===== src/rtl/sonar_multi_ranger.sv =====
`default_nettype none
// ============================================================================
// sonar_multi_ranger: round-robin multi-channel ultrasonic ranger with echo
// timeout and per-channel near flags. Macro SONAR_NEAR_FILTER_EN debounces near.
// Rev 1.0
// ============================================================================
module sonar_multi_ranger #(
    parameter int N_CH       = 2,
    parameter int CLK_HZ     = 100_000_000,
    parameter int TRIG_US    = 10,
    parameter int SLOT_US    = 60_000,
    parameter int TIMEOUT_US = 30_000,
    parameter int THRESH_MM  = 600,
    parameter int HOLD_CNT   = 4
) (
    input  logic                 clk,
    input  logic                 rst,
    input  logic [N_CH-1:0]      echo,
    output logic [N_CH-1:0]      trig,
    output logic [16*N_CH-1:0]   dist_mm,
    output logic                 dist_valid,
    output logic [2:0]           dist_ch,
    output logic [N_CH-1:0]      near,
    output logic [N_CH-1:0]      tmo
);
    localparam int TICK     = (CLK_HZ / 1_000_000 < 1) ? 1 : CLK_HZ / 1_000_000;
    localparam int TRIG_CLK = TRIG_US * TICK;
    localparam int WAIT_CLK = (TRIG_US + TIMEOUT_US) * TICK;
    localparam int SLOT_CLK = SLOT_US * TICK;

    typedef enum logic [2:0] {
        S_IDLE, S_TRIG, S_WAIT_RISE, S_MEASURE, S_DIVIDE, S_PUBLISH, S_HOLD
    } state_t;

    state_t                state_q, state_d;
    logic [2:0]            ch_q, ch_d;
    logic [31:0]           sc_q, sc_d;
    logic [31:0]           mph_q, mph_d;
    logic [15:0]           cnt_q, cnt_d;
    logic [19:0]           quo_q, quo_d;
    logic [5:0]            rem_q, rem_d;
    logic [3:0]            dv_q, dv_d;
    logic                  to_q, to_d;
    logic [N_CH-1:0]       s1_q, s2_q, s3_q;
    logic [N_CH-1:0]       trig_q, trig_d;
    logic [16*N_CH-1:0]    dist_q;
    logic                  valid_q;
    logic [2:0]            dch_q;
    logic [N_CH-1:0]       near_q, tmo_q;

    logic                  w_echo_cur, w_echo_prev, w_rise, w_fall;
    logic [N_CH-1:0]       w_onehot;
    logic [2:0]            w_ch_next;
    logic [25:0]           w_step1, w_step2;
    logic [15:0]           w_res;
    logic                  w_raw_near;

    // One restoring shift-subtract step of the divide-by-58
    function automatic logic [25:0] div_step(input logic [5:0] r, input logic [19:0] q);
        logic [6:0] t;
        t = {r, q[19]};
        if (t >= 7'd58) return {6'(t - 7'd58), q[18:0], 1'b1};
        else            return {t[5:0], q[18:0], 1'b0};
    endfunction

    always_comb begin
        w_echo_cur  = 1'b0;
        w_echo_prev = 1'b0;
        w_onehot    = '0;
        for (int k = 0; k < N_CH; k++) begin
            if (ch_q == 3'(k)) begin
                w_echo_cur  = s2_q[k];
                w_echo_prev = s3_q[k];
                w_onehot[k] = 1'b1;
            end
        end
    end

    assign w_rise     = w_echo_cur & ~w_echo_prev;
    assign w_fall     = ~w_echo_cur & w_echo_prev;
    assign w_ch_next  = (ch_q == 3'(N_CH - 1)) ? 3'd0 : ch_q + 3'd1;
    assign w_step1    = div_step(rem_q, quo_q);
    assign w_step2    = div_step(w_step1[25:20], w_step1[19:0]);
    assign w_res      = (to_q || (|quo_q[19:16])) ? 16'hFFFF : quo_q[15:0];
    assign w_raw_near = !to_q && (w_res <= 16'(THRESH_MM));

    always_comb begin
        state_d = state_q;
        ch_d    = ch_q;
        sc_d    = sc_q;
        mph_d   = mph_q;
        cnt_d   = cnt_q;
        quo_d   = quo_q;
        rem_d   = rem_q;
        dv_d    = dv_q;
        to_d    = to_q;
        if (state_q != S_IDLE) sc_d = sc_q + 32'd1;
        case (state_q)
            S_IDLE: begin
                state_d = S_TRIG;
                sc_d    = '0;
                to_d    = 1'b0;
            end
            S_TRIG: begin
                if (sc_q == 32'(TRIG_CLK - 1)) state_d = S_WAIT_RISE;
            end
            S_WAIT_RISE: begin
                if (w_rise) begin
                    // The detection cycle is already the first clock of the echo
                    state_d = S_MEASURE;
                    cnt_d   = (TICK == 1) ? 16'd1 : 16'd0;
                    mph_d   = (TICK == 1) ? 32'd0 : 32'd1;
                end else if (sc_q == 32'(WAIT_CLK - 1)) begin
                    to_d    = 1'b1;
                    state_d = S_PUBLISH;
                end
            end
            S_MEASURE: begin
                if (w_fall) begin
                    state_d = S_DIVIDE;
                    quo_d   = {1'b0, cnt_q, 3'b000} + {3'b000, cnt_q, 1'b0};
                    rem_d   = '0;
                    dv_d    = '0;
                end else if (w_echo_cur) begin
                    if (mph_q == 32'(TICK - 1)) begin
                        mph_d = '0;
                        if (cnt_q == 16'(TIMEOUT_US)) begin
                            to_d    = 1'b1;
                            state_d = S_PUBLISH;
                        end else begin
                            cnt_d = cnt_q + 16'd1;
                        end
                    end else begin
                        mph_d = mph_q + 32'd1;
                    end
                end
            end
            S_DIVIDE: begin
                // Two quotient bits per clock keeps publish latency short
                {rem_d, quo_d} = w_step2;
                dv_d = dv_q + 4'd1;
                if (dv_q == 4'd9) state_d = S_PUBLISH;
            end
            S_PUBLISH: state_d = S_HOLD;
            S_HOLD: begin
                // Leave one clock early so the IDLE cycle completes the slot
                if (sc_q >= 32'(SLOT_CLK - 2)) begin
                    state_d = S_IDLE;
                    ch_d    = w_ch_next;
                end
            end
            default: state_d = S_IDLE;
        endcase
        trig_d = (state_d == S_TRIG) ? w_onehot : '0;
    end

`ifdef SONAR_NEAR_FILTER_EN
    localparam int CW = $clog2(HOLD_CNT + 1);
    logic [CW-1:0] fc_q [N_CH];
`endif

    always_ff @(posedge clk or posedge rst) begin
        if (rst) begin
            state_q <= S_IDLE;
            ch_q    <= '0;
            sc_q    <= '0;
            mph_q   <= '0;
            cnt_q   <= '0;
            quo_q   <= '0;
            rem_q   <= '0;
            dv_q    <= '0;
            to_q    <= 1'b0;
            s1_q    <= '0;
            s2_q    <= '0;
            s3_q    <= '0;
            trig_q  <= '0;
            dist_q  <= '1;
            valid_q <= 1'b0;
            dch_q   <= '0;
            near_q  <= '0;
            tmo_q   <= '0;
`ifdef SONAR_NEAR_FILTER_EN
            for (int k = 0; k < N_CH; k++) fc_q[k] <= '0;
`endif
        end else begin
            state_q <= state_d;
            ch_q    <= ch_d;
            sc_q    <= sc_d;
            mph_q   <= mph_d;
            cnt_q   <= cnt_d;
            quo_q   <= quo_d;
            rem_q   <= rem_d;
            dv_q    <= dv_d;
            to_q    <= to_d;
            s1_q    <= echo;
            s2_q    <= s1_q;
            s3_q    <= s2_q;
            trig_q  <= trig_d;
            valid_q <= (state_q == S_PUBLISH);
            if (state_q == S_PUBLISH) begin
                dch_q <= ch_q;
                for (int k = 0; k < N_CH; k++) begin
                    if (ch_q == 3'(k)) begin
                        dist_q[16*k +: 16] <= w_res;
                        tmo_q[k]           <= to_q;
`ifdef SONAR_NEAR_FILTER_EN
                        if (w_raw_near != near_q[k]) begin
                            if (fc_q[k] == CW'(HOLD_CNT - 1)) begin
                                near_q[k] <= w_raw_near;
                                fc_q[k]   <= '0;
                            end else begin
                                fc_q[k] <= fc_q[k] + CW'(1);
                            end
                        end else begin
                            fc_q[k] <= '0;
                        end
`else
                        near_q[k] <= w_raw_near;
`endif
                    end
                end
            end
        end
    end

    assign trig       = trig_q;
    assign dist_mm    = dist_q;
    assign dist_valid = valid_q;
    assign dist_ch    = dch_q;
    assign near       = near_q;
    assign tmo        = tmo_q;
endmodule
`default_nettype wire


===== config.mk =====
export PLATFORM = sky130hd
export DESIGN_NAME = sonar_multi_ranger
export DESIGN_NICKNAME = d
export VERILOG_FILES = /design/src/rtl/sonar_multi_ranger.sv
export SDC_FILE = /design/constraint.sdc
export NUM_CORES = 1
export LEC_CHECK = 0
export ABC_AREA = 1
export BUFFER_PORTS_ARGS = -buffer_cell sky130_fd_sc_hd__buf_4
export CAP_MARGIN = 0
export CORE_MARGIN = 5
export CORE_UTILIZATION = 55
export DETAILED_ROUTE_END_ITERATION = 12
export GPL_ROUTABILITY_DRIVEN = 0
export PLACE_DENSITY = 0.73
export SLEW_MARGIN = 10
export SYNTH_ARGS = -nofsm -noshare
export SYNTH_HDL_FRONTEND = slang
export SYNTH_SLANG_ARGS = --single-unit

===== constraint.sdc =====
create_clock -name clk -period 5.8 [get_ports clk]
set_input_delay 0.58 -clock clk [delete_from_list [all_inputs] [get_ports clk]]
set_output_delay 0.58 -clock clk [all_outputs]
set_load 0.02 [all_outputs]

==> impl_metrics.sql <==
INSERT INTO impl_metrics (metric_group, metric, value, unit) VALUES
('timing', 'tightest_slew', '1.00', 'ns'),
('drt', 'postRouteWirelength', '24700', 'um'),
('global_routing', 'grt.total_usage', '24.8', '%'),
('synthesis', 'synth_simple_gate_area_share', '32.1', '%'),
('critical_path', 'critical_path.reg2reg.startpoint', 'state_q[2]$_DFF_PP0_', ''),
('critical_path', 'worstPathMaxFanout', '24', ''),
('die', 'core_footprint', '17800', 'um2'),
('timing', 'timing.clock.skew', '0.0116', 'ns'),
('timing', 'rsz0062_at_grt', 'false', ''),
('timing', 'slew_headroom', '33.0', '%'),
('min_path', 'min_from', 'echo[0]', ''),
('synthesis', 'synth_compound_gate_area_share', '11.3', '%'),
('clocking', 'tritoncts_clock_tree', 'built', ''),
('timing', 'setup_tns', '0', 'ns'),
('finish', 'design.final.nets', '1376', ''),
('timing', 'max_freq', '301', 'MHz'),
('clocking', 'clock_tree.htree_level_count', '4', ''),
('min_path', 'worstHoldPathType', 'input pin to register', ''),
('synthesis', 'netlist_top_cells_area', 'dfrtp_1 (34%), nand2_1 (11%), dfstp_2 (8.5%)', ''),
('clocking', 'post_cts.resized_instances', '0', ''),
('outcome', 'status', 'finished, final reports clean', ''),
('drt', 'drt-initial-drc-count', '896', ''),
('synthesis', 'post_synth.cell_area_avg', '7.50', 'um2'),
('die', 'initial_core_util', '55.3', '%'),
('synthesis', 'synthDistinctLibCells', '55', ''),
('critical_path', 'timing.reg2reg.setup_slack', '2.47', 'ns'),
('global_routing', 'grt_remaining_overflow', '0', ''),
('die', 'floorplan.die_area', '20700', 'um2'),
('finish', 'drive_gt1_share', '11.0', '%'),
('die', 'rows', '49', ''),
('finish', 'postLayoutCoreUtil', '61.5', '%'),
('finish', 'design_area', '10900', 'um2'),
('critical_path', 'endpoint_kind', 'register', ''),
('die', 'die-width', '144', 'um'),
('clocking', 'clock_network_latency_to_the_later_pin_of_the_worst_skew_pair', '0.44', 'ns'),
('finish', 'syn2layout_area_growth', '11.1', '%'),
('synthesis', 'postSynthNetCount', '1339', ''),
('synthesis', 'synth_area', '9840', 'um2'),
('synthesis', 'yosys.area_share.xor_xnor', '3.21', '%'),
('clocking', 'ctsRootBufferMaster', 'clkbuf_16', ''),
('placed_design', 'placement.io_buffers', '45', ''),
('pwr', 'power_density', '212', 'nW/um2'),
('critical_path', 'critPathLaunchType', 'register', ''),
('min_path', 'timing.hold.worst_endpoint', 's1_q[0]$_DFF_PP0_', ''),
('synthesis', 'asyncSetResetFlopFracSynth', '100', '%'),
('job', 'cap_violations', '0', ''),
('critical_path', 'worstPathArrival', '3.66', 'ns'),
('drt', 'drt_first_pass_iters', '6', ''),
('global_routing', 'grt_first_pass_wirelength', '41500', 'um'),
('synthesis', 'synth_top_family_by_area', 'simple AND/OR/NAND/NOR gates', ''),
('synthesis', 'synth.yosys.seq_area_share', '42.4', '%'),
('clocking', 'numCtsBuffers', '17', ''),
('critical_path', 'type_of_the_worst_setup_path', 'register to register', ''),
('pwr', 'p_int', '0.00175', 'W'),
('finish', 'antenna_cells', '0', ''),
('synthesis', 'synth_ff_type', 'dfrtp_1', ''),
('timing', 'setup-violations-final', '0', ''),
('clocking', 'clk_pin_slew_worst_paths', '0.07', 'ns'),
('timing', 'post-route-min-period', '3.33', 'ns'),
('timing', 'timing.final.crit_share', '57.3', '%'),
('timing', 'report.final.slew_viol_count', '0', ''),
('pwr', 'net-switching-power', '0.000569', 'W'),
('drt', 'vias', '9013', ''),
('global_routing', 'grt_antenna_before_repair', '0', ''),
('timing', 'hold_violations', '0', ''),
('synthesis', 'postSynthRegisterBits', '165', ''),
('die', 'top_level_ports', '46', ''),
('pwr', 'power.static_leakage', '4.92', 'nW'),
('critical_path', 'r2r_cell_count', '10', ''),
('drt', 'via_per_inst', '5.67', ''),
('clocking', 'cts_max_path_buffers', '2', '');
[layout by cell type, fill, tap and decap left out, types with 5 or more instances in the layout]
cell type	instances
nand4_1	43
a21oi_1	48
xor2_1	29
inv_1	153
inv_2	6
o21ai_1	7
nor4_1	10
xnor2_1	7
a31oi_1	24
ha_1	23
nor3_1	58
o31ai_1	17
buf_4	49
nand3_1	96
nand2_1	286
o21ai_0	63
clkbuf_16	17
nor2_1	179
dfrtp_1	133
dfstp_2	32
o221ai_1	7
o22ai_1	5
nor2_2	5
[power groups by stage]
| stage | clock network (W) | registers [W] | logic (W) |
|---|---|---|---|
| finish | 0.00113 | 0.00115 | 0.0000287 |
| global placement | 0 | 0.00118 | 0.0000306 |
| floorplan | 0 | 0.00118 | 0.0000203 |
| global route | 0.00120 | 0.00115 | 0.0000346 |
| detailed placement | 0 | 0.00118 | 0.0000309 |
| CTS | 0.00115 | 0.00115 | 0.0000308 |
[registers in the layout, indices dropped and copies added (netlist names), 3 cells and up]
| register | flops |
|---|---|
| dist_mm | 32 |
| rem_q | 6 |
| cnt_q | 16 |
| quo_q | 20 |
| state_q | 3 |
| sc_q | 32 |
| ch_q | 3 |
| dist_ch | 3 |
| mph_q | 32 |
| dv_q | 4 |
[how the worst max path moves through the flow]
stage	startpoint	to	slack [ns]	cells past startpoint
detailed placement	state_q[2]$_DFF_PP0_	trig[0]$_DFF_PP0_	2.51	10
floorplan	rst	ch_q[0]$_DFFE_PP0P_	0.81	1
finish	state_q[2]$_DFF_PP0_	trig[0]$_DFF_PP0_	2.47	10
CTS	state_q[2]$_DFF_PP0_	trig[0]$_DFF_PP0_	2.49	10
global placement	state_q[2]$_DFF_PP0_	trig[0]$_DFF_PP0_	2.60	10
global route	state_q[2]$_DFF_PP0_	trig[1]$_DFF_PP0_	2.11	10
[cell families (layout without fill, tap and decap cells)]
kind of cell	after synthesis	count (layout)
AND/OR/NAND/NOR	705	705
buffers and inverters	192	242
AO/OA/AOI/OAI	188	188
flip-flops	165	165
XOR/XNOR	36	36
adder cells (fa/ha/maj)	24	24
multiplexers	1	1
[metal layers]
layer	up-vias	global-route usage (%)	share of wire (%)	wire length (um)
li1	4441	-	-	-
met1	4212	30.9	42	10400
met2	295	43.4	50	12400
met3	65	4.33	4.7	1160
met4	0	8.87	2.9	727
met5	-	0	0	0
[metrics by stage]
step                      worst slack, ns  cells  power (W)
final                                2.47   1590    0.00232
after global placement               2.60   1558    0.00121
after global routing                 2.11   1590    0.00238
after detailed placement             2.51   1558    0.00121
after CTS                            2.49   1590    0.00233
after floorplan                     0.811   1311    0.00120
[worst max-delay path, stage by stage (launching register included)]
cell,delay [ns]
dfrtp_1,0.41
inv_1,0.12
nand3_1,0.71
inv_1,0.95
nand3_4,0.29
nand2_4,0.24
inv_2,0.17
nand3_1,0.12
nor2_1,0.05
nand3_1,0.10
nor2_1,0.05
[area by class of cell]
class	instances	area, um2
multi-input cells	954	4890
well taps	229	287
flip-flops and latches	165	4170
clock inverters	14	161
clock buffers	18	439
repair buffers	49	368
fillers	1603	6850
inverters	161	614
Note: power is estimated with default switching activity, not from simulation.
